## src/rtl/mem_access.sv

```systemverilog
// Memory-stage load/store unit: drives the SRAM-like data bus for the M-stage
// instruction, formats store data and load results, and raises address errors.
module mem_access (
  input  logic        clk,
  input  logic        rst,
  input  logic [7:0]  l_s_typeM,
  input  logic [31:0] alu_outM,
  input  logic [31:0] rt_valueM,
  input  logic        exc_flushM,
  input  logic        stall_ext,
  output logic        data_req,
  output logic        data_wr,
  output logic [1:0]  data_size,
  output logic [31:0] data_addr,
  output logic [31:0] data_wdata,
  input  logic        data_addr_ok,
  input  logic        data_data_ok,
  input  logic [31:0] data_rdata,
  output logic        adelM,
  output logic        adesM,
  output logic [31:0] badvaddrM,
  output logic [31:0] mem_rdataM,
  output logic        mem_stall
);

  typedef enum logic [1:0] {IDLE, WAIT_ADDR, WAIT_DATA, DONE} state_e;

  state_e      state_q;
  logic [31:0] result_q;
  logic        discard_q;

  logic        isLoad;
  logic        isStore;
  logic        isHalf;
  logic        isWord;
  logic        addrErr;
  logic        go;
  logic [7:0]  byteSel;
  logic [15:0] halfSel;
  logic [31:0] loadExt;

  assign isLoad  = |l_s_typeM[4:0];
  assign isStore = |l_s_typeM[7:5];
  assign isHalf  = l_s_typeM[2] | l_s_typeM[3] | l_s_typeM[6];
  assign isWord  = l_s_typeM[4] | l_s_typeM[7];
  assign addrErr = (isHalf & alu_outM[0]) | (isWord & (alu_outM[1:0] != 2'b00));

  assign adelM     = isLoad & addrErr;
  assign adesM     = isStore & addrErr;
  assign badvaddrM = alu_outM;
  assign go        = (l_s_typeM != 8'd0) & ~adelM & ~adesM & ~exc_flushM;

  assign data_wr   = isStore;
  assign data_size = isWord ? 2'd2 : (isHalf ? 2'd1 : 2'd0);
  assign data_addr = alu_outM;

  always_comb begin
    data_wdata = rt_valueM;
    if (l_s_typeM[5])
      data_wdata = {4{rt_valueM[7:0]}};
    else if (l_s_typeM[6])
      data_wdata = {2{rt_valueM[15:0]}};
  end

  always_comb begin
    case (alu_outM[1:0])
      2'd0:    byteSel = data_rdata[7:0];
      2'd1:    byteSel = data_rdata[15:8];
      2'd2:    byteSel = data_rdata[23:16];
      default: byteSel = data_rdata[31:24];
    endcase
    halfSel = alu_outM[1] ? data_rdata[31:16] : data_rdata[15:0];
    loadExt = data_rdata;
    if (l_s_typeM[0])
      loadExt = {{24{byteSel[7]}}, byteSel};
    else if (l_s_typeM[1])
      loadExt = {24'd0, byteSel};
    else if (l_s_typeM[2])
      loadExt = {{16{halfSel[15]}}, halfSel};
    else if (l_s_typeM[3])
      loadExt = {16'd0, halfSel};
  end

  // An accepted transaction always runs to data_ok; a flush only discards its data.
  always_ff @(posedge clk) begin
    if (rst) begin
      state_q   <= IDLE;
      result_q  <= 32'd0;
      discard_q <= 1'b0;
    end else begin
      case (state_q)
        IDLE: begin
          discard_q <= 1'b0;
          if (go)
            state_q <= data_addr_ok ? WAIT_DATA : WAIT_ADDR;
        end
        WAIT_ADDR: begin
          if (data_addr_ok) begin
            state_q   <= WAIT_DATA;
            discard_q <= exc_flushM;
          end else if (exc_flushM) begin
            state_q <= IDLE;
          end
        end
        WAIT_DATA: begin
          if (data_data_ok) begin
            discard_q <= 1'b0;
            if (discard_q | exc_flushM) begin
              state_q <= IDLE;
            end else begin
              result_q <= loadExt;
              state_q  <= stall_ext ? DONE : IDLE;
            end
          end else if (exc_flushM) begin
            discard_q <= 1'b1;
          end
        end
        DONE: begin
          if (!stall_ext)
            state_q <= IDLE;
        end
        default: state_q <= IDLE;
      endcase
    end
  end

  assign data_req   = ((state_q == IDLE) & go) | (state_q == WAIT_ADDR);
  assign mem_stall  = data_req | ((state_q == WAIT_DATA) & ~data_data_ok);
  assign mem_rdataM = ((state_q == WAIT_DATA) & data_data_ok) ? loadExt : result_q;

endmodule

```

## config.mk

```make
export PLATFORM = sky130hd
export DESIGN_NAME = mem_access
export DESIGN_NICKNAME = d
export VERILOG_FILES = /design/src/rtl/mem_access.sv
export SDC_FILE = /design/constraint.sdc
export NUM_CORES = 1
export LEC_CHECK = 0
export ABC_AREA = 1
export ABC_CLOCK_PERIOD_IN_PS = 2200
export CORE_MARGIN = 8
export CORE_UTILIZATION = 30
export DETAILED_ROUTE_END_ITERATION = 10
export HOLD_SLACK_MARGIN = 0.02
export PLACE_DENSITY = 0.68
export SYNTH_ARGS = -nofsm -noshare
export SYNTH_HDL_FRONTEND = slang
export SYNTH_SLANG_ARGS = --single-unit
```

## constraint.sdc

```tcl
create_clock -name clk -period 2.2 [get_ports clk]
set_clock_uncertainty 0.05 [all_clocks]
set_input_delay 0.22 -clock clk [delete_from_list [all_inputs] [get_ports clk]]
set_output_delay 0.22 -clock clk [all_outputs]
set_load 0.05 [all_outputs]
```

==> results.yml, run 1 <==
floorplan:
  rows: 41
  die_h_um: 129.9
  design.core.area_um2: 12620
  die_w_um: 129.9
  num_io_pins: 245
  die_area_um2: 16870
  initial_core_util_pct: 30.83
yosys:
  synth.most_common_cell: "nand2_1"
  ys_types: 27
  synthFlopType: "dfxtp_1"
  synth_warnings: 0
  synthAdderAreaFrac_pct: 1.286
  synth_top_family_by_area: "simple AND/OR/NAND/NOR gates"
  avgSynthCellArea_um2: 5.615
  synth_compound_area_share_pct: 12.57
  mappedNetlistNets: 807
  yosysTopAreaCell: "nand2_1"
  synth-edff-count: 0
  synth_top_area_share_pct: 21.80
  synthArstFlopShare_pct: 0
  syn_area_um2: 3891
  yosys.area_share.simple_pct: 39.77
  synth_xor_area_share_pct: 0
  ys_ff_latch: 35
  synth_common_cells: "226 x nand2_1, 91 x nor2_1, 74 x buf_4"
  syn_inst: 693
  synthTopCellsByArea: "nand2_1 22%, dfxtp_1 18%, buf_4 14%"
  yosysSeqAreaShare_pct: 18.01
  synth_mux_area_share_pct: 2.315
drt:
  antenna_left: 0
  vias: 4530
  post-route-drc-count: 0
  dr.pass1.iters: 4
  drt_iter0_drc: 369
  routed_wl_um: 15850
  viasPerCell: 4.665
  post_drt_wl_per_cell_um: 16.32
global_route:
  grt-ovfl-total: 0
  grt_max_degree: 51
  grt_use_total_pct: 17.60
  first_global_vias: 4162
  grt_first_pass_wirelength_um: 23220
  antenna_found_initial: 0
placed_design:
  gp_congestion: 0.9044
  dpl.cell_count: 952
  hpwl_um: 11940
  post_dp_cell_area_um2: 5814
  portBuffers: 154
power:
  ir_worst_vdd_mv: 0.5226
  power_density_nw_per_um2: 671.8
  power.share.sequential_pct: 18.6
  switching_power_mw: 1.829
  p_leak_nw: 3.150
  totalPowerFinal_mw: 4.208
  pwr-share-clk_pct: 17.8
  intPower_mw: 2.379
  combPwrFrac_pct: 63.6
  sw_frac_of_total_pct: 43.46
timing:
  setup_viol: 0
  hold_viol_final: 0
  period_minus_slack_ps: 2117
  rsz0062_at_grt: "yes"
  final.period_utilization_pct: 96.24
  drv_slew: 0
  fmax_mhz: 472.3
  worst_pin_slew_ps: 497.5
  relSlewSlack_pct: 66.73
worst_setup_path:
  path_cells: "inv_1, ha_1, nand2_1, inv_2, buf_12, nor2_1, a31oi_1, buf_4, buf_12"
  crit_fanout: 9
  cpMaxStageDelayCell: "dfxtp_1"
  worst_setup_path_end_kind: "output pin"
  critPathRequiredTime_ps: 1930
  critPathLaunchType: "flop"
  reg2regPathDepth: 10
  arrival_ps: 1850
  rr_endpoint: "result_q[25]"
  crit_buf_inv: 5
  crit_family: "buffers and inverters"
  r2r-start: "state_q[0]"
  r2r_slack_ps: 450
  criticalPathCategory: "reg2out"
  crit_top_cell: "buf_12"
  critPathMaxStageDelay_ps: 340
cts:
  h-tree-depth: 2
  insertion_delay_ps: 280
  clock_path_buffers: 2
  clk_pin_slew_ps: 50
  numCtsBuffers: 5
  cts_tree: "yes"
  cts_root_buf: "clkbuf_16"
  holdBufCountCts: 0
  clkSinkCount: 35
min_path:
  min_from: "alu_outM[11]"
  min_delay_worst_endpoint: "badvaddrM[11]"
  whs_path_depth: 0
  hold_class: "in2out"
finish:
  nets: 912
  final_cell_area_um2: 6264
  multi_input_area_um2: 2272
  area_growth_pct: 60.96
  fillers: 1304
  finalNonFillerCells: 971
  seq_area_um2: 700.7
  diodes: 0
  final_layout_size_suffix_gt1_share_pct: 22.28
run:
  maxCapViolations: 0
outcome:
  status: "completed"
[power groups by stage]
stage	registers, mW	clock network (mW)	logic, mW
after CTS	0.781	0.762	2.56
after floorplan	0.784	0	1.67
after detailed placement	0.794	0	2.54
after global routing	0.793	0.795	2.85
final	0.782	0.749	2.68
after global placement	0.791	0	2.54
[metal layers]
| metal | up-vias | part of all wire [%] | wire length, um | global-route usage, % |
|---|---|---|---|---|
| met3 | 29 | 8.1 | 1279 | 4.814 |
| met5 | - | 0 | 0 | 0 |
| met1 | 2024 | 45 | 7123 | 23.53 |
| met2 | 191 | 46 | 7226 | 27.81 |
| met4 | 0 | 1.4 | 215 | 3.279 |
| li1 | 2286 | - | - | - |
[flip-flops by register name (all words and copies together), names as in the netlist]
name / count
result_q: 32
discard_q: 1
state_q: 2
[cell families (layout without fill, tap and decap cells)]
group                      after synthesis  count (layout)
adders and majority gates                4               4
DFF                                     35              35
muxes                                    8               8
and+or+nand+nor                        378             378
buffers and inverters                  181             287
AOI/OAI and AO/OA                       87              87
[repair_timing]
| action | in CTS | in global routing |
|---|---|---|
| setup endpoints to repair | 29 | 33 |
| pin swaps | 1 | 5 |
| gates cloned | 0 | 6 |
| buffers inserted | 0 | 5 |
| gates resized for setup | 5 | 28 |
[area by class of cell]
cell class                 count  share of cell area [%]
timing repair buffer         205                   42.17
multi-input combinational    477                   36.28
sequential                    35                   11.19
inverter                      74                   4.435
clock buffer                   8                   2.497
tap                          172                   3.436
[worst reg2reg max path, stage by stage, from the launching register on]
cell and delay [ps]:
dfxtp_1 340, inv_1 90, ha_1 180, nand2_1 90, inv_2 170, nand2_1 90, inv_2 130, buf_12 240
nand3_1 160, nand2_1 80, inv_1 40
[cell usage in the layout (no fill, tap or decap), drive strengths merged]
cell	count
nand2	238
buf	118
nor2	96
clkdlybuf4s50	75
inv	74
o21ai	44
nand3	42
dfxtp	35
a21oi	22
clkbuf	14
o211ai	12
mux2	8
a31oi	7
dlymetal6s2s	5
ha	4
nand3b	1
o21bai	1
a211oi	1
nor3	1
dlygate4sd2	1
[per-stage QoR]
step / worst slack (ps) / hold WS (ps) / utilization (%) / setup TNS [ps]
floorplan: -167.6 / 407.6 / - / -838.2
global placement: -49.42 / 390.5 / 46.07 / -162.5
detailed placement: -63.24 / 390.5 / 46.07 / -298.3
CTS: 15.26 / 390.5 / 47.35 / 0
global route: -45.11 / 390.2 / 49.63 / -55.93
finish: 82.79 / 390.0 / 49.63 / 0
[worst max-delay path by stage]
stage                startpoint             to  slack [ps]  depth (start not counted)
floorplan            state_q[0]  mem_rdataM[1]        -170                          7
global placement    alu_outM[1]  mem_rdataM[0]         -50                          9
detailed placement  alu_outM[1]  mem_rdataM[0]         -60                          9
CTS                 alu_outM[0]  mem_rdataM[5]          20                         11
global route         state_q[0]  mem_rdataM[5]         -50                          9
finish               state_q[0]  mem_rdataM[5]          80                          9
No activity file was read; power rests on OpenSTA's default activity.
==> inputs of run 2 (changes only) <==
- PLACE_DENSITY: 0.68 -> 0.76
==> run 2 against run 1 <==
Effect of this change: routed wire length down 3.2%; worst hold slack about the same; non-clock buffer count down 1; count of clock-buffer cells in the layout down 3; sequential power about the same; die area unchanged; worst setup slack better by 19 ps; largest power group unchanged.
==> results.yml, run 2 (synthesis results as in run 1) <==
timing:
  worst_pin_slew_ps: 505.2
  drv_slew: 0
  hold_viol_final: 0
  setup_viol: 0
  final.period_utilization_pct: 95.37
  fmax_mhz: 476.6
  rsz0062_at_grt: "no"
  period_minus_slack_ps: 2098
  relSlewSlack_pct: 66.21
drt:
  viasPerCell: 4.678
  dr.pass1.iters: 5
  post-route-drc-count: 0
  vias: 4538
  antenna_left: 0
  post_drt_wl_per_cell_um: 15.82
  routed_wl_um: 15340
  drt_iter0_drc: 424
worst_setup_path:
  critPathRequiredTime_ps: 1930
  startpoint: "state_q[0]"
  worst_setup_path_end_kind: "output pin"
  critPathMaxStageDelay_ps: 340
  path_cells: "inv_1, ha_1, nand2_1, inv_1, buf_12, nor2_1, a31oi_1, buf_4, buf_12"
  critPathLaunchType: "flop"
  criticalPathCategory: "reg2out"
  crit_fanout: 38
  arrival_ps: 1830
  r2r-start: "state_q[0]"
  cpMaxStageDelayCell: "dfxtp_1"
  r2r_slack_ps: 290
cts:
  cts_root_buf: "clkbuf_16"
  holdBufCountCts: 0
  clk_pin_slew_ps: 60
  clock_path_buffers: 2
  h-tree-depth: 2
  insertion_delay_ps: 280
  cts_tree: "yes"
  clkSinkCount: 35
  numCtsBuffers: 5
floorplan:
  die_w_um: 129.9
  num_io_pins: 245
  design.core.area_um2: 12620
  die_area_um2: 16870
  die_h_um: 129.9
  rows: 41
  initial_core_util_pct: 30.83
finish:
  final_common_cell: "nand2_1"
  reg_top3: "result_q (32), state_q (2), discard_q (1)"
  layout_common_cells: "225 x nand2_1, 89 x nor2_1, 77 x clkdlybuf4s50_1"
  fillers: 1284
  largest-register: "result_q"
  post-route-util_pct: 48.43
  largest_register_ffs: 32
  area_growth_pct: 57.07
  final_layout_size_suffix_gt1_share_pct: 20.93
  diodes: 0
  finalNonFillerCells: 970
  nets: 911
power:
  power_density_nw_per_um2: 667.6
  combPwrFrac_pct: 63.7
  intPower_mw: 2.268
  sw_frac_of_total_pct: 44.40
  power.share.sequential_pct: 19.2
  p_leak_nw: 3.097
  ir_worst_vdd_mv: 0.4527
  switching_power_mw: 1.812
  pwr-share-clk_pct: 17.1
global_route:
  grt_first_pass_wirelength_um: 23210
  grt_max_degree: 39
  grt-ovfl-total: 0
  grt_use_total_pct: 17.68
  antenna_found_initial: 0
  first_global_vias: 4165
placed_design:
  hpwl_um: 12300
  portBuffers: 154
  dpl.cell_count: 957
  gp_congestion: 0.8746
min_path:
  min_from: "alu_outM[14]"
  hold_class: "in2out"
outcome:
  status: "completed"
run:
  maxCapViolations: 0
==> run 2: cell types whose count changed in the layout (fill, tap and decap cells not counted), sizes merged <==
cell,before,now
inv,74,73
clkdlybuf4s50,75,77
buf,118,120
clkinv,0,3
dlymetal6s2s,5,4
clkbuf,14,7
clkinvlp,0,1
==> run 2: per-layer routing <==
metal / share of wire, % / GRT usage (%) / up-vias
met5: 0 / 0 / -
met4: 0.82 / 2.869 / 0
met3: 9.1 / 5.386 / 23
met2: 48 / 28.94 / 190
met1: 42 / 22.68 / 2051
li1: - / - / 2274
==> run 2: final cells by class <==
cell class / instances / area (um2) / share of cell area (%)
timing repair buffer: 204 / 2564 / 41.94
multi-input combinational: 477 / 2211 / 36.17
sequential: 35 / 700.7 / 11.46
inverter: 74 / 281.5 / 4.606
tap: 172 / 215.2 / 3.521
clock buffer: 5 / 125.1 / 2.047
clock inverter: 3 / 15.01 / 0.2457
==> run 2: worst paths after layout <==
path | cells after the start | endpoint
worst max register to register | 12 | result_q[8]
worst max-delay path | 9 | mem_rdataM[6]
worst min-delay path | 0 | data_addr[14]
worst min register to register | 2 | discard_q
==> run 2: power groups by stage <==
stage / clock [mW] / combinational [mW] / sequential (mW)
global route: 0.739 / 2.77 / 0.795
finish: 0.696 / 2.60 / 0.784
floorplan: 0 / 1.67 / 0.784
CTS: 0.704 / 2.58 / 0.784
global placement: 0 / 2.55 / 0.791
detailed placement: 0 / 2.56 / 0.797
==> run 2: repair_timing <==
item,in CTS,in global routing
resized for setup,2,14
cloned,0,2
pin swaps,2,5
setup endpoints to repair,25,33
setup buffers,0,3
==> run 2: critical path: cells and delay by family (launching register included) <==
| family | cells | cell delay (ps) |
|---|---|---|
| AOI/OAI and AO/OA | 1 | 160 |
| adders and majority gates | 1 | 190 |
| buffers and inverters | 5 | 670 |
| DFF | 1 | 340 |
| and+or+nand+nor | 2 | 160 |
==> run 2: per-stage QoR <==
stage | power [mW] | instance area, um2 | TNS (ps) | hold slack (ps) | setup slack, ps
finish | 4.080 | 6112 | 0 | 390.0 | 101.9
global route | 4.305 | 6112 | 0 | 390.1 | 0.7176
CTS | 4.063 | 5983 | 0 | 390.5 | 3.994
detailed placement | 3.360 | 5842 | -539.1 | 390.5 | -59.71
global placement | 3.340 | 5842 | -203.4 | 390.5 | -41.45
floorplan | 2.456 | 3891 | -838.2 | 407.6 | -167.6
